[src/rtl/dmem_param_if.sv]
// rtl/dmem_param_if.sv - Load/store bus between the control unit and dmem_param.
interface dmem_param_if #(
    parameter int DATA_W = 8,
    parameter int ADDR_W = 8
);
    logic              Init_Req;
    logic              MemRead;
    logic              MemWrite;
    logic [ADDR_W-1:0] Address;
    logic [DATA_W-1:0] Write_Data;
    logic [DATA_W-1:0] Read_Data;
    logic              Read_Valid;
    logic              Busy;
    logic              Addr_Err;

    modport master (
        output Init_Req, MemRead, MemWrite, Address, Write_Data,
        input  Read_Data, Read_Valid, Busy, Addr_Err
    );

    modport slave (
        input  Init_Req, MemRead, MemWrite, Address, Write_Data,
        output Read_Data, Read_Valid, Busy, Addr_Err
    );
endinterface

[src/rtl/dmem_param.sv]
// rtl/dmem_param.sv - Parametrised data memory with registered read and preset init sequencer.
module dmem_param #(
    parameter int DATA_W = 8,
    parameter int ADDR_W = 8,
    parameter int DEPTH  = 32
) (
    input  logic         Clk,
    input  logic         Clear_n,
    dmem_param_if.slave  bus
);
    localparam int CNT_W = (DEPTH > 1) ? $clog2(DEPTH) : 1;

    localparam logic [0:0] ST_INIT = 1'b0;
    localparam logic [0:0] ST_IDLE = 1'b1;

    localparam logic [CNT_W-1:0]  HALF_C  = CNT_W'(DEPTH / 2);
    localparam logic [CNT_W-1:0]  LAST_C  = CNT_W'(DEPTH - 1);
    localparam logic [DATA_W-1:0] HALF_DC = DATA_W'(DEPTH / 2);
    localparam logic [ADDR_W:0]   DEPTH_C = (ADDR_W + 1)'(DEPTH);

    logic [DATA_W-1:0] mem [DEPTH];

    logic [0:0]        state_q, state_d;
    logic [CNT_W-1:0]  cnt_q, cnt_d;
    logic [DATA_W-1:0] rd_data_q, rd_data_d;
    logic              rd_valid_q, rd_valid_d;
    logic              addr_err_q, addr_err_d;

    logic              accept;
    logic              in_range;
    logic [CNT_W-1:0]  idx;
    logic [DATA_W-1:0] cnt_ext;
    logic [DATA_W-1:0] init_val;
    logic              init_we;
    logic              acc_we;

    // Wide compare so that every address >= DEPTH is an error, no aliasing.
    assign in_range = ({1'b0, bus.Address} < DEPTH_C);
    assign idx      = bus.Address[CNT_W-1:0];
    assign accept   = (state_q == ST_IDLE) && !bus.Init_Req;

    // Lower half counts up from 0, upper half counts down from 0 (mod 2^DATA_W).
    assign cnt_ext  = DATA_W'(cnt_q);
    assign init_val = (cnt_q < HALF_C) ? cnt_ext : (DATA_W'(0) - (cnt_ext - HALF_DC));

    assign init_we  = (state_q == ST_INIT);
    assign acc_we   = accept && bus.MemWrite && in_range;

    always_comb begin
        state_d = state_q;
        cnt_d   = cnt_q;
        if (bus.Init_Req) begin
            state_d = ST_INIT;
            cnt_d   = '0;
        end else if (state_q == ST_INIT) begin
            if (cnt_q == LAST_C) begin
                state_d = ST_IDLE;
                cnt_d   = '0;
            end else begin
                cnt_d = cnt_q + CNT_W'(1);
            end
        end
    end

    // Read samples the array before this edge's write lands: read-first.
    always_comb begin
        rd_data_d  = '0;
        rd_valid_d = 1'b0;
        addr_err_d = 1'b0;
        if (accept) begin
            rd_valid_d = bus.MemRead;
            addr_err_d = (bus.MemRead || bus.MemWrite) && !in_range;
            if (bus.MemRead && in_range) begin
                rd_data_d = mem[idx];
            end
        end
    end

    always_ff @(posedge Clk or negedge Clear_n) begin
        if (!Clear_n) begin
            state_q    <= ST_INIT;
            cnt_q      <= '0;
            rd_data_q  <= '0;
            rd_valid_q <= 1'b0;
            addr_err_q <= 1'b0;
        end else begin
            state_q    <= state_d;
            cnt_q      <= cnt_d;
            rd_data_q  <= rd_data_d;
            rd_valid_q <= rd_valid_d;
            addr_err_q <= addr_err_d;
        end
    end

    // Array has no reset; its contents are defined only by the init sequence.
    always_ff @(posedge Clk) begin
        if (init_we) begin
            mem[cnt_q] <= init_val;
        end else if (acc_we) begin
            mem[idx] <= bus.Write_Data;
        end
    end

    assign bus.Read_Data  = rd_data_q;
    assign bus.Read_Valid = rd_valid_q;
    assign bus.Busy       = (state_q == ST_INIT);
    assign bus.Addr_Err   = addr_err_q;
endmodule

[src/flat_wrapper.sv]
// flat-port wrapper written by rule: the top's interface ports become plain ports
module dmem_param_flat 
#(
    parameter int DATA_W = 8,
    parameter int ADDR_W = 8,
    parameter int DEPTH  = 32
)
  (Clk, Clear_n, bus_Init_Req, bus_MemRead, bus_MemWrite, bus_Address, bus_Write_Data, bus_Read_Data, bus_Read_Valid, bus_Busy, bus_Addr_Err);
  dmem_param_if #(.DATA_W(DATA_W), .ADDR_W(ADDR_W)) bus_i ();
  input  logic Clk;
  input  logic Clear_n;
  input wire logic [$bits(bus_i.Init_Req)-1:0] bus_Init_Req;
  input wire logic [$bits(bus_i.MemRead)-1:0] bus_MemRead;
  input wire logic [$bits(bus_i.MemWrite)-1:0] bus_MemWrite;
  input wire logic [$bits(bus_i.Address)-1:0] bus_Address;
  input wire logic [$bits(bus_i.Write_Data)-1:0] bus_Write_Data;
  output wire logic [$bits(bus_i.Read_Data)-1:0] bus_Read_Data;
  output wire logic [$bits(bus_i.Read_Valid)-1:0] bus_Read_Valid;
  output wire logic [$bits(bus_i.Busy)-1:0] bus_Busy;
  output wire logic [$bits(bus_i.Addr_Err)-1:0] bus_Addr_Err;
  assign bus_i.Init_Req = bus_Init_Req;
  assign bus_i.MemRead = bus_MemRead;
  assign bus_i.MemWrite = bus_MemWrite;
  assign bus_i.Address = bus_Address;
  assign bus_i.Write_Data = bus_Write_Data;
  assign bus_Read_Data = bus_i.Read_Data;
  assign bus_Read_Valid = bus_i.Read_Valid;
  assign bus_Busy = bus_i.Busy;
  assign bus_Addr_Err = bus_i.Addr_Err;
  dmem_param #(.DATA_W(DATA_W), .ADDR_W(ADDR_W), .DEPTH(DEPTH)) u_core (.Clk(Clk), .Clear_n(Clear_n), .bus(bus_i));
endmodule
[config.mk]
export PLATFORM = sky130hd
export DESIGN_NAME = dmem_param_flat
export DESIGN_NICKNAME = d
export VERILOG_FILES = /design/src/rtl/dmem_param_if.sv /design/src/rtl/dmem_param.sv /design/src/flat_wrapper.sv
export SDC_FILE = /design/constraint.sdc
export NUM_CORES = 1
export LEC_CHECK = 0
export CORE_MARGIN = 2
export CORE_UTILIZATION = 35
export CTS_BUF_LIST = sky130_fd_sc_hd__clkbuf_8
export DETAILED_ROUTE_END_ITERATION = 6
export GPL_TIMING_DRIVEN = 1
export PLACE_DENSITY = 0.55
export SYNTH_ARGS = -nofsm -noshare
export SYNTH_HDL_FRONTEND = slang
export SYNTH_SLANG_ARGS = --single-unit
[constraint.sdc]
create_clock -name Clk -period 7.2 [get_ports Clk]
set_clock_uncertainty 0.15 [all_clocks]
set_input_delay 1.44 -clock Clk [delete_from_list [all_inputs] [get_ports Clk]]
set_output_delay 1.44 -clock Clk [all_outputs]
set_load 0.01 [all_outputs]
==> impl_results.md <==
- Worst Setup Path Type: in2reg
- Layout area overhead: 13.8%
- Minimum clock period: around 4.2 ns
- Worst r2r dst: u_core.mem[24][1]
- Clk slew on worst S/H paths: 0.06 ns
- CP delay by family, top: simple AND/OR/NAND/NOR gates
- Launch point of the worst path: bus_Init_Req
- Core area: 30600 sq um
- Main synth FF type: edfxtp_1
- Layout cells sized above 1: 22.2%
- Cell Rows: 64
- Initial antenna violation count: 0
- VDD IR max: slightly above 0.0001 V
- Slew headroom: 29.6%
- TritonRoute pass-1 iters: 5
- Total wire length: between 20000 and 30000 um
- Async SR Flop Fraction: 5.88%
- Syn Inst Count: 557
- GRT Total Usage: 15.3%
- Worst-Margin Slew: 1.05 ns
- Pre-CTS worst setup slack: 2.43 ns
- Number of synthesized flops with an enable pin: 256
- Antenna diode count: 0
- Power consumption: between 3 and 4 mW
- CP arrival: 4.22 ns
- Library cells used by synthesis: 36
- Residual DRC: 0
- Dpl hpwl: 15400 um
- Bufs and invs on worst path: 2
- Switching Share: 22.1%
- Multi-input logic area: 2660 sq um
- Crit path launch type: primary input
- Vias: 5562
- Final setup fails: 0
- Hold Vio Cnt, Final: 0
- FF+latch count, synth: 272
- Max_cap viols: 0
- H-tree depth: 2
- R2R depth: 5
- Fin cells: 1039
- Die W: 180 um
- Clk pwr share: approximately two fifths
- CP Data Required Time: approximately 7.2 ns
- Final worst setup slack: about 3.0 ns
- Sequential fraction of the synthesis area: 74.3%
- Critical path endpoint category: flop
- Stages on the worst setup path: 6
- Logic gate share of total power: 5.3%
- CTS hold repair buffers: 0
- Num CTS Buffers: 44
- Die height: between 150 and 200 um
- Power per Cell Area: 251 nW/um^2
- Clk_lat worst skew: 0.54 ns
- Clock sinks: 272
- Setup_tns: 0 ns
- Critical-path maximum fanout: 14
- Flop pwr share: 56.3%
- Net load switching power: 686 uW
- Vias in the first global route: between 5000 and 6000
- Max stage delay on crit path: around 0.67 ns
- Initial DRC count: 601
- Initial Utilization: a little over a third
- # nets final: 636
- CTS root buffer: clkbuf_8
- FF+latch area: 8090 sq um
- Antenna-violating nets left: 0
- Yosys warnings: 0
- Crit-path cells: clkdlybuf4s50_1 > nor2b_1 > and3_1 > a31oi_1 > buf_4 > nor2_1
- TritonCTS clock tree: built
- Syn avg cell area: 19.6 sq um
- Worst hold path type: reg2reg
- Post-Syn Nets: 581
- Hold Startpoint: u_core.cnt_q[0]
- Int Power: 2.42 mW
- Post-layout util: 40.5%
- Routed WL per cell: approximately 24 um
- Routability cong.: between 0.7 and 0.8
- CP Capture Point: u_core.mem[24][1]
- Status: complete, no violations
- Grt total ovfl: 0
- Clock tree buffer depth: 3
- Gates resized, CTS repair: 0
- Fin crit share: about 59%
- Setup bufs post-CTS: 0
- Fmax: 0.237 GHz
- Layout fillers: 2700
- Largest net degree at the start of global routing: 68
- R2r startpoint: u_core.state_q
- Vias per cell: 5.35
- Static leakage power: 4.13 nW
- Slew Viols, Final: 0
- First-pass GRT wire length: 37200 um
- Critical-path top delay cell: and3_1
- Synthesized area: ~11000 sq um
- Port Buffers: 31
- Ports: 32
- RSZ-0062 raised after global routing: false
- Die area: 32500 sq um
- Worst reg-to-reg setup slack: between 3 and 4 ns
- Cell total after placement: 962
[registers in the layout, summed over array words and instances (netlist names)]
signal / count
u_core.bus.Addr_Err: 1
u_core.mem: 256
u_core.bus.Read_Valid: 1
u_core.cnt_q: 5
u_core.state_q: 1
u_core.bus.Read_Data: 8
[stage by stage]
step | hold WS (ns) | area [sq um]
2_1_floorplan | 0.509 | 10900
3_5_place_dp | 0.579 | 11600
4_1_cts | 0.597 | 12400
3_3_place_gp | 0.570 | 11600
5_1_grt | 0.633 | 12400
6_report | 0.618 | 12400
[layout by cell type, fill, tap and decap left out, drive strengths merged]
cell type,n
a221o,4
and3,6
nand2,26
clkbuf,45
o31ai,1
o21ai,7
mux4,64
clkdlybuf4s50,28
a31oi,6
nand3,7
ha,3
nor2,44
a21oi,7
nor2b,6
mux2,9
o211ai,4
o32a,2
and3b,1
buf,11
edfxtp,256
clkinv,18
inv,18
xnor2,1
a22oi,9
nor3b,1
and2,2
nand3b,4
nand4,1
or3b,2
mux2i,25
dfrtp,16
xor2,1
a32oi,1
bufinv,1
nor3,6
[power groups by stage]
stage / combinational, mW / clock (mW) / sequential [mW]
after floorplan: 0.111 / 0 / 1.78
after global placement: 0.167 / 0 / 1.78
after detailed placement: 0.169 / 0 / 1.78
after CTS: 0.169 / 1.22 / 1.75
after global routing: 0.179 / 1.29 / 1.75
final: 0.166 / 1.19 / 1.75
[synth_stat cells, types with 5 or more instances]
cell | n | share of area [%]
a22oi_1 | 9 | 0.62
nand3_1 | 7 | 0.32
nor3_1 | 6 | 0.28
mux2i_1 | 25 | 2.3
a21oi_1 | 7 | 0.32
nor2_1 | 44 | 1.5
nor2b_1 | 6 | 0.34
mux2_2 | 9 | 0.93
inv_1 | 5 | 0.17
edfxtp_1 | 256 | 71
o21ai_0 | 7 | 0.32
and3_1 | 6 | 0.34
nand2_1 | 26 | 0.90
dfrtp_1 | 16 | 3.7
buf_2 | 10 | 0.46
clkbuf_1 | 10 | 0.34
mux4_2 | 64 | 13
a31oi_1 | 6 | 0.34
[logic make-up (layout without fill, tap and decap cells)]
logic type      Yosys count  after routing  synth area share [%]
compound gates           41             41                  2.58
xor+xnor                  2              2                 0.161
fa+ha+maj                 3              3                 0.345
buf+inv                  35            121                  1.73
flops                   272            272                  74.3
mux                      98             98                  16.5
simple gates            106            106                  4.46
[worst register-to-register path: stages, from the launching register on]
cell	delay, ns
dfrtp_1	0.56
nor2b_1	0.30
and3_1	0.67
a31oi_1	0.38
buf_4	0.28
nor2_1	0.62
[cell type report]
cell class	count	area share, %
repair buffers	39	2.89
well taps	396	4.00
clock inverters	32	1.25
inverters	5	0.151
clock buffers	45	5.00
flip-flops and latches	272	65.3
multi-input cells	250	21.5
[per-layer routing]
layer | track usage, % | share of wire (%) | vias up
met5 | 0 | 0 | -
met4 | 4.13 | 1.8 | 0
met3 | 2.87 | 6.9 | 39
met2 | 23.6 | 47 | 245
met1 | 22.3 | 45 | 2903
li1 | - | - | 2375
[how the worst min path moves through the flow]
stage	endpoint	slack, ns	depth (start not counted)
detailed placement	u_core.cnt_q[3]	0.58	2
global route	u_core.cnt_q[0]	0.63	2
floorplan	u_core.bus.Addr_Err	0.51	3
finish	u_core.cnt_q[0]	0.62	2
CTS	u_core.cnt_q[0]	0.60	2
global placement	u_core.cnt_q[3]	0.57	2
Power figures use the tool's default switching activity.
